### config.mk
export PLATFORM = sky130hd
export DESIGN_NAME = partoserial_tx
export DESIGN_NICKNAME = d
export VERILOG_FILES = /design/src/rtl/partoserial_tx.sv
export SDC_FILE = /design/constraint.sdc
export NUM_CORES = 1
export LEC_CHECK = 0
export BUFFER_PORTS_ARGS = -buffer_cell sky130_fd_sc_hd__buf_4
export CORE_UTILIZATION = 28
export DETAILED_ROUTE_END_ITERATION = 8
export PLACE_DENSITY_LB_ADDON = 0.15
export SKIP_LAST_GASP = 1
export SYNTH_ARGS = -nofsm -noshare
export SYNTH_HDL_FRONTEND = slang
export SYNTH_SLANG_ARGS = --single-unit
### constraint.sdc
create_clock -name clk_8f -period 5.1 [get_ports clk_8f]
set_input_delay 0 -clock clk_8f [delete_from_list [all_inputs] [get_ports clk_8f]]
set_output_delay 0 -clock clk_8f [all_outputs]
set_load 0.05 [all_outputs]
### src/rtl/partoserial_tx.sv
// Parallel-to-serial transmit stage: payload FIFO feeding an LSB-first shifter,
// with IDLE commas filling empty slots and a forced comma run after reset.
module partoserial_tx #(
   parameter int unsigned FIFO_DEPTH = 4,
   parameter int unsigned SYNC_BC    = 8,
   parameter logic [7:0]  IDLE_CODE  = 8'hBC
) (
   input  logic       clk_8f,
   input  logic       reset_L,
   input  logic [7:0] data_in,
   input  logic       valid_in,
   output logic       ready_out,
   output logic       data_out,
   output logic       frame_sync,
   output logic       tx_active
);

   localparam int unsigned PTR_W  = $clog2(FIFO_DEPTH);
   localparam int unsigned CNT_W  = PTR_W + 1;
   localparam int unsigned SYNC_W = $clog2(SYNC_BC + 1);
   localparam logic [SYNC_W-1:0] SYNC_LAST = SYNC_W'(SYNC_BC);
   localparam logic [CNT_W-1:0]  CNT_FULL  = CNT_W'(FIFO_DEPTH);

   logic [2:0]        bit_cnt_q, bit_cnt_d;
   logic [7:0]        sh_q, sh_d;
   logic [SYNC_W-1:0] sync_cnt_q, sync_cnt_d;
   logic              tx_active_q, tx_active_d;
   logic [CNT_W-1:0]  count_q, count_d;
   logic [PTR_W-1:0]  rd_ptr_q, rd_ptr_d;
   logic [PTR_W-1:0]  wr_ptr_q, wr_ptr_d;
   logic [7:0]        mem_q [FIFO_DEPTH];
   logic [7:0]        mem_d [FIFO_DEPTH];

   logic slot_end;
   logic in_sync;
   logic push;
   logic pop;

   assign ready_out  = (count_q < CNT_FULL);
   assign data_out   = sh_q[0];
   assign frame_sync = (bit_cnt_q == 3'd0);
   assign tx_active  = tx_active_q;

   // Pop decisions see only the pre-edge count, so a byte pushed on the slot edge waits a slot.
   assign slot_end = (bit_cnt_q == 3'd7);
   assign in_sync  = (sync_cnt_q < SYNC_LAST);
   assign push     = valid_in && ready_out;
   assign pop      = slot_end && !in_sync && (count_q != '0);

   always_comb begin
      bit_cnt_d   = bit_cnt_q + 3'd1;
      sh_d        = {1'b0, sh_q[7:1]};
      sync_cnt_d  = sync_cnt_q;
      count_d     = count_q + CNT_W'(push) - CNT_W'(pop);
      rd_ptr_d    = rd_ptr_q;
      wr_ptr_d    = wr_ptr_q;
      mem_d       = mem_q;

      if (slot_end) begin
         if (in_sync) begin
            sh_d       = IDLE_CODE;
            sync_cnt_d = sync_cnt_q + SYNC_W'(1);
         end else if (pop) begin
            sh_d     = mem_q[rd_ptr_q];
            rd_ptr_d = rd_ptr_q + PTR_W'(1);
         end else begin
            sh_d = IDLE_CODE;
         end
      end

      if (push) begin
         mem_d[wr_ptr_q] = data_in;
         wr_ptr_d        = wr_ptr_q + PTR_W'(1);
      end

      tx_active_d = tx_active_q || (sync_cnt_d == SYNC_LAST);
   end

   always_ff @(posedge clk_8f or negedge reset_L) begin
      if (!reset_L) begin
         bit_cnt_q   <= '0;
         sh_q        <= IDLE_CODE;
         sync_cnt_q  <= SYNC_W'(1);
         tx_active_q <= (SYNC_BC == 1);
         count_q     <= '0;
         rd_ptr_q    <= '0;
         wr_ptr_q    <= '0;
         for (int i = 0; i < int'(FIFO_DEPTH); i++) mem_q[i] <= '0;
      end else begin
         bit_cnt_q   <= bit_cnt_d;
         sh_q        <= sh_d;
         sync_cnt_q  <= sync_cnt_d;
         tx_active_q <= tx_active_d;
         count_q     <= count_d;
         rd_ptr_q    <= rd_ptr_d;
         wr_ptr_q    <= wr_ptr_d;
         mem_q       <= mem_d;
      end
   end

endmodule

==> metrics.txt <==
Sw Share 0.2971; detailed-route wire length per cell 16.66 um; final worst hold slack 0.2785 ns; vias in the first global route 1499; largest fanout on the critical path 12; Synth async-reset ratio 1.000; critical path class reg -> reg; FF+latch count, synth 55; CTS sink cnt 55; Ports 15; slowest CP cell ha_1; Pwr per Cell Area 477.7 nW/um2; Worst slew margin 0.3243; M1 wire length 2200 um; Final Cycle Share 0.5227; initial core utilization 0.2930; Post-synth EDFFs 0; Sum Neg Setup Slack 0 ns; Final setup viols 0; Req. time, crit path 5.33 ns; post-detail-place hpwl 3206 um; type of the worst min-delay path in -> async; YS warnings 0; fin nets 205; IO buf count 14; max-cap viol count 0; part of the power in combinational logic 0.355; global-route wire length before repair 8217 um; final core occ 0.3347; critical path arrival 2.90 ns; Fmax 375.1 MHz; WL met3 104 um; synthesis-to-finish area growth 14.24%; unrepaired setup endpoints after global routing false; Routed Antenna Nets 0; Post-CTS Resized 0; root buf cell clkbuf_8; Unique masters post-synth 28; Worst Max-Slew Pin Slew 1.009 ns; Worst Path Buf+Inv 1; CTS tree built; outcome finished, final reports clean; cell area after synthesis 2592 um2; Setup Skew 0.007979 ns; Hold Buf Count CTS 9; pin count of the biggest net entering global routing 56; largest stage delay on the critical path 0.45 ns; initial DRC count 54; Cells after Synth 159; count of final hold-check violations 0; setup bufs post-CTS 0; sw power 0.4204 mW; initial antenna violation count 0; dominant synthesized flop cell dfrtp_1; Critical Path End Type register; CTS Buf Count 5; DIE AREA 9648 um2; Longest Clk Path Bufs 2; crit path launch type register; routability-driven placement congestion ratio 0.6941; Clk pwr share 0.163; Max Slew Vio Count 0; core area 8848 um2; Seq/Total Area, Yosys 0.5338; n_diodes 0; drt pass-1 iters 6; mean post-synth cell area 16.30 um2; DRC viols 0; Leak 1.362 nW; Flop pwr share 0.482; fin crit period 2.666 ns; overall routed net length 4881 um; total track usage 0.1133; Worst-path clk slew 0.09 ns; via count 1335; Avg Vias per Cell 4.556; internal power component 0.9944 mW; worst IR drop on VDD 0.1578 mV; Skew-Pair Late Insertion Delay 0.30 ns; total gr overflow 0; Die Y 98.23 um; num rows 34; CTS H-Tree Depth 2; cell family with most CP delay adder cells; die width 98.23 um; Syn Nets 180; max layer used met4; proportion of layout cells with a drive suffix above 1 0.3946; DR WL met2 2512 um; Cell Chain, Critical Path ha_1, ha_1, o311ai_2, xnor2_1, ha_1, inv_1, fa_1, xnor2_1, xnor2_1
## sequential cells by signal, indices dropped and copies added (netlist names)
signal	cells
bit_cnt_q	3
count_q	3
mem_q	32
rd_ptr_q	2
sh_q	8
sync_cnt_q	4
tx_active	1
wr_ptr_q	2
## synth_stat cells (2+ instances only)
library cell | count | area, um2
dfrtp_1 | 49 | 1226
mux2_4 | 32 | 480.5
inv_1 | 14 | 52.55
ha_1 | 9 | 112.6
mux4_2 | 8 | 180.2
xnor2_1 | 7 | 61.31
dfstp_2 | 6 | 157.7
nand2_8 | 4 | 80.08
o22a_1 | 4 | 35.03
nand2b_1 | 3 | 18.77
o22ai_1 | 3 | 18.77
buf_4 | 2 | 15.01
buf_6 | 2 | 22.52
nor2_1 | 2 | 7.510
## cell type report
type                       count  area [um2]
fill                         865        5887
sequential                    55        1384
multi-input combinational     85        1114
timing repair buffer          23       195.2
tap                          108       135.1
clock buffer                   7       76.32
inverter                      14       52.55
clock inverter                 1       5.005
## worst register-to-register path: cells and delay by family (launching register included)
family / cells / cell delay (ns)
DFF: 1 / 0.37
AOI/OAI and AO/OA: 1 / 0.41
xor gates and xnor gates: 3 / 0.60
buffers and inverters: 1 / 0.05
adders and majority gates: 4 / 1.16
## stage by stage
| step | power (mW) | cells | setup slack, ns | area (um2) |
|---|---|---|---|---|
| floorplan | 1.080 | 159 | 2.973 | 2592 |
| global placement | 1.164 | 276 | 2.634 | 2790 |
| detailed placement | 1.190 | 276 | 2.438 | 2790 |
| CTS | 1.439 | 293 | 2.410 | 2962 |
| global route | 1.507 | 293 | 2.203 | 2962 |
| finish | 1.415 | 293 | 2.434 | 2962 |
## final timing paths
path | start | to | slack (ns) | cells after the start
min in group clk_8f | valid_in | wr_ptr_q[0]$_DFFE_PN0P_ | 0.32 | 3
min | reset_L | bit_cnt_q[2]$_DFF_PN0_ | 0.28 | 2
max reg2reg | bit_cnt_q[1]$_DFF_PN0_ | count_q[2]$_DFF_PN0_ | 2.43 | 9
max | bit_cnt_q[1]$_DFF_PN0_ | count_q[2]$_DFF_PN0_ | 2.43 | 9
min reg2reg | bit_cnt_q[0]$_DFF_PN0_ | bit_cnt_q[0]$_DFF_PN0_ | 0.45 | 1
max in group asynchronous | reset_L | mem_q[26]$_DFFE_PN0P_ | 4.35 | 2
## routing by layer
layer	vias up	global-route usage
li1	595	-
met1	709	0.1442
met2	26	0.1907
met3	5	0.02147
met4	0	0.04478
met5	-	0
## layout by cell type (no fill, tap or decap), drive strengths merged
cell	count
mux4	8
o21a	1
xor2	1
xnor2	7
mux2	33
nor2	2
clkbuf	7
nand4	1
dfstp	6
inv	14
dfrtp	49
o21bai	1
dlygate4sd3	9
ha	9
o32a	1
nand2b	3
nand3b	1
o22ai	3
o21ai	1
buf	14
o311ai	1
clkinv	1
fa	1
nor2b	2
o22a	4
nand2	5
## cells by family (layout without fill, tap and decap cells)
logic type | Yosys count | after routing | synth area share
simple gates | 14 | 14 | 0.05358
buf+inv | 19 | 45 | 0.03668
xor+xnor | 8 | 8 | 0.02703
flops | 55 | 55 | 0.5338
mux | 41 | 41 | 0.2592
fa+ha+maj | 10 | 10 | 0.05116
compound gates | 12 | 12 | 0.03861
## power groups by stage
stage	registers [mW]	logic (mW)	clock network [mW]
2_1_floorplan	0.656	0.424	0
3_3_place_gp	0.675	0.489	0
3_5_place_dp	0.687	0.503	0
4_1_cts	0.682	0.510	0.247
5_1_grt	0.701	0.541	0.265
6_report	0.681	0.503	0.231
Power figures use the tool's default switching activity.
